$ cat src/rtl/cpu_pkg.sv
`default_nettype none
// ============================================================================
// Module      : cpu_pkg
// Description : Shared widths, reset/exception vectors, opcodes and fetch
//               state encoding for the CPU front end.
// Revision    : 1.0 - initial release
// ============================================================================
package cpu_pkg;
    localparam int WORD_W   = 16;
    localparam int OPCODE_W = 5;

    localparam logic [WORD_W-1:0] RESET_PC_DEFAULT   = 16'h0000;
    localparam logic [WORD_W-1:0] EXC_VECTOR_DEFAULT = 16'h0002;

    localparam logic [OPCODE_W-1:0] HALT = 5'b00000;
    localparam logic [OPCODE_W-1:0] SIIC = 5'b00010;
    localparam logic [OPCODE_W-1:0] RTI  = 5'b00011;

    localparam logic [0:0] FETCH_RUN    = 1'b0;
    localparam logic [0:0] FETCH_HALTED = 1'b1;

    // Instruction addresses advance by one 16-bit word and wrap at 2^16.
    function automatic logic [WORD_W-1:0] pc_inc(input logic [WORD_W-1:0] pc);
        return pc + 16'd2;
    endfunction
endpackage
`default_nettype wire

$ cat src/rtl/fetch_buffer.sv
`default_nettype none
// ============================================================================
// Module      : fetch_buffer
// Description : DEPTH-entry synchronous FIFO of fetched {instr, pc} pairs;
//               flush beats push, push allowed when full if popping.
// Revision    : 1.0 - initial release
// ============================================================================
module fetch_buffer #(
    parameter int DEPTH = 2,
    parameter int WIDTH = 32
) (
    input  logic             clk,
    input  logic             rst,
    input  logic             i_push,
    input  logic             i_pop,
    input  logic             i_flush,
    input  logic [WIDTH-1:0] i_wdata,
    output logic [WIDTH-1:0] o_rdata,
    output logic             o_full,
    output logic             o_empty
);
    localparam int AW = $clog2(DEPTH);
    localparam logic [AW:0] c_one = {{AW{1'b0}}, 1'b1};

    logic [WIDTH-1:0] r_mem [DEPTH];
    logic [AW:0]      r_wr_ptr;
    logic [AW:0]      r_rd_ptr;
    logic             w_push;
    logic             w_pop;

    // Pointers carry one extra wrap bit to tell full from empty.
    assign o_empty = (r_wr_ptr == r_rd_ptr);
    assign o_full  = (r_wr_ptr[AW-1:0] == r_rd_ptr[AW-1:0]) &&
                     (r_wr_ptr[AW] != r_rd_ptr[AW]);
    assign w_pop   = i_pop && !o_empty;
    assign w_push  = i_push && (!o_full || w_pop);
    assign o_rdata = r_mem[r_rd_ptr[AW-1:0]];

    always_ff @(posedge clk) begin
        if (rst || i_flush) begin
            r_wr_ptr <= '0;
            r_rd_ptr <= '0;
        end else begin
            if (w_push) r_wr_ptr <= r_wr_ptr + c_one;
            if (w_pop)  r_rd_ptr <= r_rd_ptr + c_one;
        end
    end

    always_ff @(posedge clk) begin
        if (!rst && !i_flush && w_push) r_mem[r_wr_ptr[AW-1:0]] <= i_wdata;
    end
endmodule
`default_nettype wire

$ cat src/rtl/fetch_unit.sv
`default_nettype none
// ============================================================================
// Module      : fetch_unit
// Description : Instruction fetch stage: owns PC/EPC, issues single
//               outstanding imem requests and buffers words for decode.
// Revision    : 1.0 - initial release
// ============================================================================
module fetch_unit
    import cpu_pkg::*;
#(
    parameter logic [WORD_W-1:0] RESET_PC   = RESET_PC_DEFAULT,
    parameter logic [WORD_W-1:0] EXC_VECTOR = EXC_VECTOR_DEFAULT,
    parameter int                DEPTH      = 2
) (
    input  logic              clk,
    input  logic              rst,
    output logic              imem_req,
    output logic [WORD_W-1:0] imem_addr,
    input  logic [WORD_W-1:0] imem_rdata,
    input  logic              imem_done,
    output logic              id_valid,
    output logic [WORD_W-1:0] id_instr,
    output logic [WORD_W-1:0] id_pc,
    output logic [WORD_W-1:0] id_pc_plus2,
    input  logic              id_ready,
    input  logic              redirect,
    input  logic [WORD_W-1:0] redirect_pc,
    input  logic              halt,
    input  logic              siic,
    input  logic              rti,
    output logic [WORD_W-1:0] epc,
    output logic              err
);
    logic [0:0]          r_state;
    logic [0:0]          w_state_next;
    logic [WORD_W-1:0]   r_pc;
    logic [WORD_W-1:0]   r_epc;
    logic [WORD_W-1:0]   r_req_addr;
    logic                r_outstanding;
    logic                r_squash;
    logic                r_err;

    logic                w_run;
    logic                w_event;
    logic                w_issue;
    logic                w_inflight;
    logic                w_complete;
    logic                w_push;
    logic                w_pop;
    logic                w_full;
    logic                w_empty;
    logic [2*WORD_W-1:0] w_head;

    assign w_run      = (r_state == FETCH_RUN);
    assign w_event    = w_run && (halt || siic || rti || redirect);
    // No launch on a control-event cycle: the old pc is about to be replaced.
    assign w_issue    = !rst && w_run && !r_outstanding && !w_full && !w_event;
    assign w_inflight = r_outstanding || w_issue;
    assign w_complete = imem_done && w_inflight;
    assign w_push     = w_complete && !r_squash && !w_event && w_run;
    assign w_pop      = id_valid && id_ready;

    fetch_buffer #(
        .DEPTH (DEPTH),
        .WIDTH (2*WORD_W)
    ) u_buffer (
        .clk     (clk),
        .rst     (rst),
        .i_push  (w_push),
        .i_pop   (w_pop),
        .i_flush (w_event),
        .i_wdata ({imem_rdata, imem_addr}),
        .o_rdata (w_head),
        .o_full  (w_full),
        .o_empty (w_empty)
    );

    always_ff @(posedge clk) begin
        if (rst) r_state <= FETCH_RUN;
        else     r_state <= w_state_next;
    end

    always_comb begin
        w_state_next = r_state;
        if (w_run && halt) w_state_next = FETCH_HALTED;
    end

    always_comb begin
        imem_req  = r_outstanding || w_issue;
        imem_addr = r_outstanding ? r_req_addr : r_pc;
        id_valid  = !w_empty;
    end

    always_ff @(posedge clk) begin
        if (rst) begin
            r_pc          <= RESET_PC;
            r_epc         <= '0;
            r_req_addr    <= RESET_PC;
            r_outstanding <= 1'b0;
            r_squash      <= 1'b0;
            r_err         <= 1'b0;
        end else begin
            if (imem_done && !w_inflight) r_err <= 1'b1;

            if (w_complete) begin
                r_outstanding <= 1'b0;
                r_squash      <= 1'b0;
            end else if (w_issue) begin
                r_outstanding <= 1'b1;
                r_req_addr    <= r_pc;
            end else if (w_event && r_outstanding) begin
                r_squash      <= 1'b1;
            end

            // Nested priority: only the highest event present acts.
            if (w_event) begin
                if (halt) begin
                    r_pc <= r_pc;
                end else if (siic) begin
                    r_epc <= redirect_pc;
                    r_pc  <= EXC_VECTOR;
                end else if (rti) begin
                    r_pc <= r_epc;
                end else begin
                    r_pc <= redirect_pc;
                end
            end else if (w_push) begin
                r_pc <= pc_inc(r_pc);
            end
        end
    end

    assign id_instr    = w_empty ? '0 : w_head[2*WORD_W-1:WORD_W];
    assign id_pc       = w_empty ? '0 : w_head[WORD_W-1:0];
    assign id_pc_plus2 = w_empty ? '0 : pc_inc(w_head[WORD_W-1:0]);
    assign epc         = r_epc;
    assign err         = r_err;
endmodule
`default_nettype wire

$ cat config.mk
export PLATFORM = sky130hd
export DESIGN_NAME = fetch_unit
export DESIGN_NICKNAME = d
export VERILOG_FILES = /design/src/rtl/cpu_pkg.sv /design/src/rtl/fetch_buffer.sv /design/src/rtl/fetch_unit.sv
export SDC_FILE = /design/constraint.sdc
export NUM_CORES = 1
export LEC_CHECK = 0
export BUFFER_PORTS_ARGS = -buffer_cell sky130_fd_sc_hd__buf_2
export CORE_MARGIN = 1.5
export CORE_UTILIZATION = 35
export CTS_BUF_LIST = sky130_fd_sc_hd__clkbuf_8
export DETAILED_ROUTE_END_ITERATION = 12
export GPL_TIMING_DRIVEN = 0
export PLACE_DENSITY_LB_ADDON = 0.05
export SLEW_MARGIN = 20
export SYNTH_ARGS = -nofsm -noshare
export SYNTH_HDL_FRONTEND = slang
export SYNTH_HIERARCHICAL = 1
export SYNTH_SLANG_ARGS = --single-unit
$ cat constraint.sdc
create_clock -name clk -period 4.1 [get_ports clk]
set_input_delay 0.41 -clock clk [delete_from_list [all_inputs] [get_ports clk]]
set_output_delay 0.41 -clock clk [all_outputs]
set_load 0.005 [all_outputs]
==> summary.md <==
| Metric | Value |
|---|---|
| Top cells by area, synth | edfxtp_1 33%, dfxtp_1 20%, mux2_2 7.3%, mux2i_1 5.5%, nand2_1 4.1% |
| Hold path cells | 1 |
| Number of buffers created by CTS | 17 |
| GP Congestion | 0.862 |
| Hold slack | 153 ps |
| Placed cell count | 908 |
| Slew Viols, Final | 0 |
| Final net count | 749 |
| Post-CTS Hold Buffers | 0 |
| Port buffer count | 122 |
| CP Launch Type | register |
| Reg-to-reg startpoint | u_buffer/r_rd_ptr[0] |
| Max Cap Viol | 0 |
| Fin. Hold Viols | 0 |
| Maximum vdd drop | 0.000201 V |
| Synth Area per Inst | 10.4 um^2 |
| Setup tns final | 0 ps |
| Reg2reg path depth | 9 |
| Hold Crit Start | imem_rdata[2] |
| Worst slew pin tran | 787 ps |
| Worst-path maximum fanout | 10 |
| Slowest CP cell | clkbuf_1 |
| Die area | 0.0175 mm^2 |
| Final setup viols | 0 |
| Layout Cells excl Fill | 940 |
| Total grt overflow | 0 |
| Clock Path Buffers | 2 |
| Synth Warn # | 6 |
| Synth Instances | 564 |
| Crit path DAT | 3010 ps |
| Layout Skew | 8.39 ps |
| R2R Path End | u_buffer/r_mem[0][12] |
| Post-synth EDFFs | 64 |
| Max Freq | 0.293 GHz |
| Tot GR Track Use | 18.0% |
| Top cells by count, synth | 64 x edfxtp_1, 64 x nand2_1, 57 x dfxtp_1 |
| Via density per instance | 4.96 |
| Synth cell types | 49 |
| Initial antenna violation count | 0 |
| Synthesized area | 0.00585 mm^2 |
| Hold WC Path Type | primary input to register |
| Antenna viol nets, final | 0 |
| Synthesized Nets | 606 |
| Pre-CTS WS | 780 ps |
| Routed WL | 15400 um |
| Die boundary height | 132 um |
| Row cnt | 47 |
| Final worst-path cycle share | 83.3% |
| Post-synthesis sequential area ratio | 52.4% |
| CP Class | register to primary output |
| CP Data Required Time | 3690 ps |
| Flop2flop setup slack | 1070 ps |
| Post-CTS Setup Bufs | 0 |
| Worst stage delay on the critical path | 530 ps |
| Sink Count | 121 |
| PnR worst setup slack | 685 ps |
| Largest net degree at the start of global routing | 27 |
| Crit. End Element | primary output |
| WHS Endpoint | u_buffer/r_mem[0][18] |
| Status | complete, no violations |
| Critical path, cell by cell | buf_2, xor2_1, nor2_1, clkbuf_1, clkbuf_1, nor2b_1, buf_4, buf_2 |
| Post-route minimum period | 3420 ps |
| Post-DP HPWL | 11400 um |
| Clock Latency Late Sink | 440 ps |
| Initial drt markers | 346 |
| Initial Util | 35.5% |
| DRT Pass-1 Iters | 5 |
| Vias in the first global route | 4566 |
| Share of layout cells above drive strength 1 | 30.1% |
| WL/cell | 16.4 um |
| Slew margin rel. | 47.1% |
| Clk root buf | clkbuf_8 |
| CTS H-tree lvls | 4 |
| Area Overhead vs Synth | 23.1% |
| Cell taking the most area after synthesis | edfxtp_1 |
| DR vias | 4667 |
| Leakage | 2.92 nW |
| CTS tree | done |
| #FFs+latches synth | 121 |
| Die Width | 132 um |
| Io pins | 123 |
| Unrepaired setup endpoints after global routing | false |
| Post-synth ARST share | 0% |
| Post-CTS sizing | 0 |
| Core area | 0.0165 mm^2 |
| Ys flop type | edfxtp_1 |
| # DRC | 0 |
| N_diodes | 0 |
| Share of the synthesized area in the top cell type | 32.9% |
| CTS clk-pin slew, worst paths | 80 ps |
| Power Dens Cells | 359 mW/mm^2 |
| Global-route wire length before repair | 24700 um |
==> worst max-delay path, delay by kind of cell, from the launching register on <==
family | cells | cell delay (ps)
XOR/XNOR | 1 | 190
buffers and inverters | 5 | 1490
AND/OR/NAND/NOR | 2 | 580
flip-flops | 1 | 300
==> layer usage <==
metal,part of all wire (%),vias up,global-route usage [%]
met1,47,2206,23.0
met3,4.5,13,4.08
met5,0,-,0
li1,-,2317,-
met4,1.0,0,5.56
met2,48,131,30.3
==> stage by stage <==
stage / util, % / instance area, um^2 / power, mW
after global routing: 43.7 / 7200 / 2.69
after CTS: 43.7 / 7200 / 2.62
after floorplan: - / 5850 / 1.42
after global placement: 40.9 / 6740 / 1.50
after detailed placement: 41.2 / 6790 / 1.50
final: 43.7 / 7200 / 2.59
==> worst max-delay path by stage <==
stage,from,endpoint
finish,u_buffer/r_rd_ptr[0],id_pc_plus2[0]
global route,u_buffer/r_rd_ptr[0],id_pc_plus2[0]
CTS,u_buffer/r_rd_ptr[0],id_pc_plus2[0]
detailed placement,siic,u_buffer/r_mem[0][30]
global placement,siic,u_buffer/r_mem[0][8]
floorplan,rti,u_buffer/r_mem[0][0]
==> placed cells by master (no fill, tap or decap), types with 3 or more instances in the layout <==
cell	Yosys	routed
buf_2	11	133
nand2_1	64	64
edfxtp_1	64	64
dfxtp_1	57	57
nor2_1	44	44
mux2_2	38	38
nor2b_1	36	36
a21oi_1	34	34
mux2i_1	32	32
inv_1	19	19
clkbuf_1	19	19
o21ai_0	19	19
clkbuf_8	0	17
nand3_1	11	11
nor4_1	10	9
xnor2_1	9	9
nand4_1	8	8
or3_1	7	7
o32ai_1	7	7
a211oi_1	7	7
and3_1	6	6
o32a_1	6	6
a21o_1	6	6
nor3_1	5	5
a31oi_1	5	5
buf_1	3	3
xor2_1	3	3
and2_1	3	3
bufinv_16	0	3
inv_6	0	3
clkinvlp_4	0	3
clkinv_2	0	3
==> area by class of cell <==
| class | instances | area [um^2] |
|---|---|---|
| Buffer | 36 | 164 |
| Clock buffer | 17 | 234 |
| Clock inverter | 15 | 175 |
| Fill cell | 1666 | 9270 |
| Inverter | 20 | 75.1 |
| Multi-Input combinational cell | 387 | 2560 |
| Sequential cell | 121 | 3060 |
| Tap cell | 220 | 275 |
| Timing Repair Buffer | 124 | 658 |
==> logic make-up after synthesis <==
| logic type | synth area share [%] |
|---|---|
| multiplexers | 13.2 |
| buffers and inverters | 4.09 |
| XOR/XNOR | 2.08 |
| flip-flops | 52.4 |
| adder cells (fa/ha/maj) | 0.428 |
| AO/OA/AOI/OAI | 10.4 |
| AND/OR/NAND/NOR | 17.5 |
==> power breakdown <==
group | switching (mW) | internal, mW | total, mW
Clock | 0.511 | 0.602 | 1.11
Sequential | 0.0152 | 1.29 | 1.30
Combinational | 0.104 | 0.0671 | 0.171
Total | 0.629 | 1.96 | 2.59
==> registers in the layout (all words and copies together), names as in the netlist, named ones only <==
register,count
r_req_addr,16
u_buffer/r_wr_ptr,2
r_pc,16
r_squash,1
err,1
r_outstanding,1
u_buffer/r_mem,64
u_buffer/r_rd_ptr,2
r_state,1
epc,16
Power figures use the tool's default switching activity.
